### config.mk
export PLATFORM = sky130hd
export DESIGN_NAME = l1_mem_arbiter
export DESIGN_NICKNAME = d
export VERILOG_FILES = /design/src/rtl/l1_mem_pkg.sv /design/src/rtl/l1_rr_pick2.sv /design/src/rtl/l1_mem_arbiter.sv
export SDC_FILE = /design/constraint.sdc
export NUM_CORES = 1
export LEC_CHECK = 0
export CORE_AREA = 4 4 112 114
export DETAILED_ROUTE_END_ITERATION = 6
export DIE_AREA = 0 0 116 118
export SLEW_MARGIN = 20
export SYNTH_ARGS = -nofsm -noshare
export SYNTH_HDL_FRONTEND = slang
export SYNTH_SLANG_ARGS = --single-unit
### constraint.sdc
create_clock -name clk -period 5.6 [get_ports clk]
set_input_delay 1.68 -clock clk [delete_from_list [all_inputs] [get_ports clk]]
set_output_delay 1.68 -clock clk [all_outputs]
set_load 0.01 [all_outputs]
### src/rtl/l1_mem_pkg.sv
// l1_mem_pkg: shared arbiter state encodings, access sizes and grant IDs
// for the L1 miss-path memory arbiter.
package l1_mem_pkg;

    typedef enum logic [2:0] {
        ARB_IDLE    = 3'd0,
        ARB_I_ADDR  = 3'd1,
        ARB_I_DATA  = 3'd2,
        ARB_D_ADDR  = 3'd3,
        ARB_D_RDATA = 3'd4,
        ARB_D_WRESP = 3'd5
    } arb_state_e;

    localparam logic [1:0] SZ_B = 2'd0;
    localparam logic [1:0] SZ_H = 2'd1;
    localparam logic [1:0] SZ_W = 2'd2;

    localparam logic GNT_I = 1'b0;
    localparam logic GNT_D = 1'b1;

endpackage

### src/rtl/l1_rr_pick2.sv
// l1_rr_pick2: two-requester round-robin picker; on a tie the requester
// that was not granted last wins.
module l1_rr_pick2
    import l1_mem_pkg::*;
(
    input  logic req_i,
    input  logic req_d,
    input  logic last_grant,
    output logic valid,
    output logic grant
);

    assign valid = req_i | req_d;
    assign grant = (req_i & req_d) ? ~last_grant : (req_d ? GNT_D : GNT_I);

endmodule

### src/rtl/l1_mem_arbiter.sv
// l1_mem_arbiter: shares one downstream memory port between the L1 Icache and
// Dcache, holding the grant for a whole transaction and alternating on contention.
module l1_mem_arbiter
    import l1_mem_pkg::*;
#(
    parameter int IBEATS = 4,
    parameter int DBEATS = 4,
    parameter int CNT_W  = 4
) (
    input  logic        clk,
    input  logic        rstn,
    input  logic        icache_mem_req,
    input  logic [31:0] icache_mem_addr,
    output logic        mem_icache_addrOK,
    output logic        mem_icache_dataOK,
    output logic [31:0] mem_icache_data,
    input  logic        dcache_mem_req,
    input  logic        dcache_mem_wr,
    input  logic        dcache_mem_uncached,
    input  logic [1:0]  dcache_mem_size,
    input  logic [3:0]  dcache_mem_wstrb,
    input  logic [31:0] dcache_mem_addr,
    input  logic [31:0] dcache_mem_wdata,
    output logic        mem_dcache_addrOK,
    output logic        mem_dcache_dataOK,
    output logic        mem_dcache_bvalid,
    output logic [31:0] mem_dcache_data,
    output logic        arb_mem_req,
    output logic        arb_mem_wr,
    output logic [1:0]  arb_mem_size,
    output logic [3:0]  arb_mem_wstrb,
    output logic [7:0]  arb_mem_len,
    output logic [31:0] arb_mem_addr,
    output logic [31:0] arb_mem_wdata,
    input  logic        mem_arb_addrOK,
    input  logic        mem_arb_dataOK,
    input  logic        mem_arb_bvalid,
    input  logic [31:0] mem_arb_rdata
);

    localparam logic [7:0] ILEN = 8'(IBEATS - 1);
    localparam logic [7:0] DLEN = 8'(DBEATS - 1);

    arb_state_e       state_q, state_d, st;
    logic             last_grant_q, last_grant_d;
    logic [CNT_W-1:0] cnt_q, cnt_d;
    logic [7:0]       len_q, len_d;
    logic             pick_vld, pick_gnt, last_beat;

    l1_rr_pick2 u_pick (
        .req_i      (icache_mem_req),
        .req_d      (dcache_mem_req),
        .last_grant (last_grant_q),
        .valid      (pick_vld),
        .grant      (pick_gnt)
    );

    // Decoding from IDLE while rstn is low drops every handshake in the reset cycle itself.
    assign st        = rstn ? state_q : ARB_IDLE;
    assign last_beat = 8'(cnt_q) == len_q;

    always_comb begin
        state_d           = state_q;
        last_grant_d      = last_grant_q;
        cnt_d             = cnt_q;
        len_d             = len_q;
        arb_mem_req       = 1'b0;
        arb_mem_wr        = 1'b0;
        arb_mem_size      = 2'd0;
        arb_mem_wstrb     = 4'd0;
        arb_mem_len       = 8'd0;
        arb_mem_addr      = 32'd0;
        arb_mem_wdata     = 32'd0;
        mem_icache_addrOK = 1'b0;
        mem_icache_dataOK = 1'b0;
        mem_icache_data   = 32'd0;
        mem_dcache_addrOK = 1'b0;
        mem_dcache_dataOK = 1'b0;
        mem_dcache_bvalid = 1'b0;
        mem_dcache_data   = 32'd0;
        case (st)
            ARB_IDLE: if (pick_vld) state_d = (pick_gnt == GNT_D) ? ARB_D_ADDR : ARB_I_ADDR;
            ARB_I_ADDR: begin
                arb_mem_req       = 1'b1;
                arb_mem_size      = SZ_W;
                arb_mem_len       = ILEN;
                arb_mem_addr      = icache_mem_addr;
                mem_icache_addrOK = mem_arb_addrOK;
                if (mem_arb_addrOK) begin
                    state_d      = ARB_I_DATA;
                    last_grant_d = GNT_I;
                    cnt_d        = '0;
                    len_d        = ILEN;
                end
            end
            ARB_D_ADDR: begin
                arb_mem_req       = 1'b1;
                arb_mem_wr        = dcache_mem_wr;
                arb_mem_size      = dcache_mem_size;
                arb_mem_wstrb     = dcache_mem_wstrb;
                arb_mem_len       = (dcache_mem_wr | dcache_mem_uncached) ? 8'd0 : DLEN;
                arb_mem_addr      = dcache_mem_addr;
                arb_mem_wdata     = dcache_mem_wdata;
                mem_dcache_addrOK = mem_arb_addrOK;
                if (mem_arb_addrOK) begin
                    state_d      = dcache_mem_wr ? ARB_D_WRESP : ARB_D_RDATA;
                    last_grant_d = GNT_D;
                    cnt_d        = '0;
                    len_d        = arb_mem_len;
                end
            end
            ARB_I_DATA: begin
                mem_icache_dataOK = mem_arb_dataOK;
                mem_icache_data   = mem_arb_rdata;
                if (mem_arb_dataOK) begin
                    cnt_d = cnt_q + 1'b1;
                    if (last_beat) state_d = ARB_IDLE;
                end
            end
            ARB_D_RDATA: begin
                mem_dcache_dataOK = mem_arb_dataOK;
                mem_dcache_data   = mem_arb_rdata;
                if (mem_arb_dataOK) begin
                    cnt_d = cnt_q + 1'b1;
                    if (last_beat) state_d = ARB_IDLE;
                end
            end
            ARB_D_WRESP: begin
                mem_dcache_bvalid = mem_arb_bvalid;
                if (mem_arb_bvalid) state_d = ARB_IDLE;
            end
            default: state_d = ARB_IDLE;
        endcase
    end

    always_ff @(posedge clk) begin
        if (!rstn) begin
            state_q      <= ARB_IDLE;
            last_grant_q <= GNT_I;
            cnt_q        <= '0;
            len_q        <= '0;
        end else begin
            state_q      <= state_d;
            last_grant_q <= last_grant_d;
            cnt_q        <= cnt_d;
            len_q        <= len_d;
        end
    end

endmodule

==> metrics.cfg <==
[outcome]
outcome = finished clean

[timing]
finClkSkew_ps = 3.24
worst_slew_pin_slew_ps = 650
hold_viol_final = 0
period_needed_ps = 5270
setup_violations = 0
report.final.slew_viol_count = 0
slew_headroom = 0.567
setup_tns_ps = 0
finalCritPeriodShare = 0.942
fmax_mhz = 190
rsz0062_at_grt = false

[job]
maxCapViolations = 0

[synth]
synthTopCellsByArea = and2_1 (23%), mux2i_1 (18%), and3_1 (13%)
synth_seq_cells = 9
synth_area_um2 = 1880
synth_edf_count = 0
synthCells = 275
yosys.area.top_type = and2_1
synth_top_area_frac = 0.226
syn_avg_cell_area_um2 = 6.85
synth_seq_area_share = 0.0957
ys_types = 36
yosys_warnings = 0
synthFlopType = dfxtp_1
synthArstFlopShare = 0

[placed_design]
portBuffers = 285
dp_hpwl_mm = 9.08
gp_congestion = 0.823
placedCellCount = 682

[route]
routedWlPerCell_um = 15.4
wirelength_mm = 10.6
via_per_inst = 4.16
dr.pass1.iters = 4
num_vias = 2855
drc = 0
ant_nets = 0
dr.first_iter.drc_count = 96

[cts]
htreeDepth = 1
cts_buffers = 3
cts_buffer_depth = 2
clk_pin_slew_ps = 40
postCtsHoldBufs = 0
cts_setup_buffers = 0
cts_resized = 0
cts_root_buffer = clkbuf_16
cts.sinks = 9
cts_tree = built
insertion_delay_ps = 240

[global_route]
antenna_found_initial = 0
grt_pass1_wl_mm = 15.6
grt_pass1_vias = 2898
grt_max_degree = 45
grt_usage = 0.142
grt_overflow = 0

[layout]
final_util = 0.430
regArea_um2 = 181
n_antenna_cell = 0
final_common_cell = clkdlybuf4s50_1
layoutNonFillerInstCount = 686
multiInputGateArea_um2 = 1530
nFillCells = 1171
mostFrequentLayoutCells = clkdlybuf4s50_1 (285), and2_1 (68), and3_1 (39), nor2_1 (38), mux2i_1 (33)
final_nets = 688
syn_to_final_growth_pct = 161
layout-drive-gt1-share = 0.0331

[power]
peakVddDrop_v = 0.0000818
leakage_nw = 1.95
power_density_nw_per_um2 = 129

[floorplan]
initial_utilization = 0.165
die_w_um = 116
die_h_um = 118
die_area_um2 = 13700
coreArea_um2 = 11400
io_pins = 292
std_cell_rows = 39

[worst_setup_path]
start_kind = input port
path_class = in2out
critPathMaxFanout = 44
worstPathRequired_ps = 3920
critPathCaptureType = output port
cp.arrival_ps = 3590

[worst_hold_path]
hp-class = reg2reg

-- critical path, stage by stage --
cell and delay (ps):
clkdlybuf4s50_1 490, nand2_1 110, or2_1 280, clkinv_4 210, nand3_1 160, inv_1 110
clkdlybuf4s50_1 540
-- metal layers --
metal / up-vias / share of wire / routed length, um / track usage
met5: - / 0 / 0 / 0
met1: 1231 / 0.36 / 3820 / 0.155
met3: 11 / 0.12 / 1270 / 0.0478
met2: 170 / 0.51 / 5370 / 0.262
met4: 0 / 0.013 / 140 / 0.0254
li1: 1443 / - / - / -
-- area by class of cell --
cell class / instances / area share
inverters: 4 / 0.00408
repair buffers: 291 / 0.595
clock inverters: 1 / 0.00102
flip-flops and latches: 9 / 0.0370
clock buffers: 3 / 0.0153
well taps: 143 / 0.0365
multi-input cells: 235 / 0.311
-- power by group --
part,total (mW),internal (mW),switching [mW]
clock network,0.126,0.0941,0.0319
logic,0.417,0.248,0.169
registers,0.0919,0.0705,0.0214
-- sequential cells by signal (all words and copies together), names as in the netlist --
signal	cells
last_grant_q	1
state_q	3
len_q	1
cnt_q	4
-- worst paths after layout --
path                                 start                 to  slack (ps)  cells after the start
worst max-delay path                  rstn  mem_dcache_addrOK         330                      7
worst min-delay path              cnt_q[3]           cnt_q[3]         490                      2
worst max register to register  state_q[1]         state_q[0]        3650                      5
worst min register to register    cnt_q[3]           cnt_q[3]         490                      2
-- cell families (layout without fill, tap and decap cells) --
family,after synthesis,in the layout,synth area share
and+or+nand+nor,175,175,0.531
buffers and inverters,36,299,0.104
muxes,33,33,0.175
AOI/OAI and AO/OA,20,20,0.0851
DFF,9,9,0.0957
adders and majority gates,1,1,0.00664
other,1,6,0.00199
-- synth_stat cells, types with 4 or more instances --
cell type   n
a21boi_1    4
a21oi_1     4
and2_1     68
and3_1     39
buf_2       4
buf_4       7
clkbuf_1   14
dfxtp_1     9
mux2i_1    33
nand2_1     7
nand2b_1    4
nor2_1     38
nor3_1      5
nor3b_1     4
o21ai_0     4
-- per-stage QoR --
step                      instance area (um2)  hold slack, ps  power, mW  setup WS [ps]
after floorplan                          1900             444      0.283           1210
after global placement                   4830             474      0.512            327
after detailed placement                 4830             484      0.513            315
after CTS                                4910             491      0.643            296
after global routing                     4910             507      0.677            163
final                                    4910             486      0.635            326
Power figures use the tool's default switching activity.
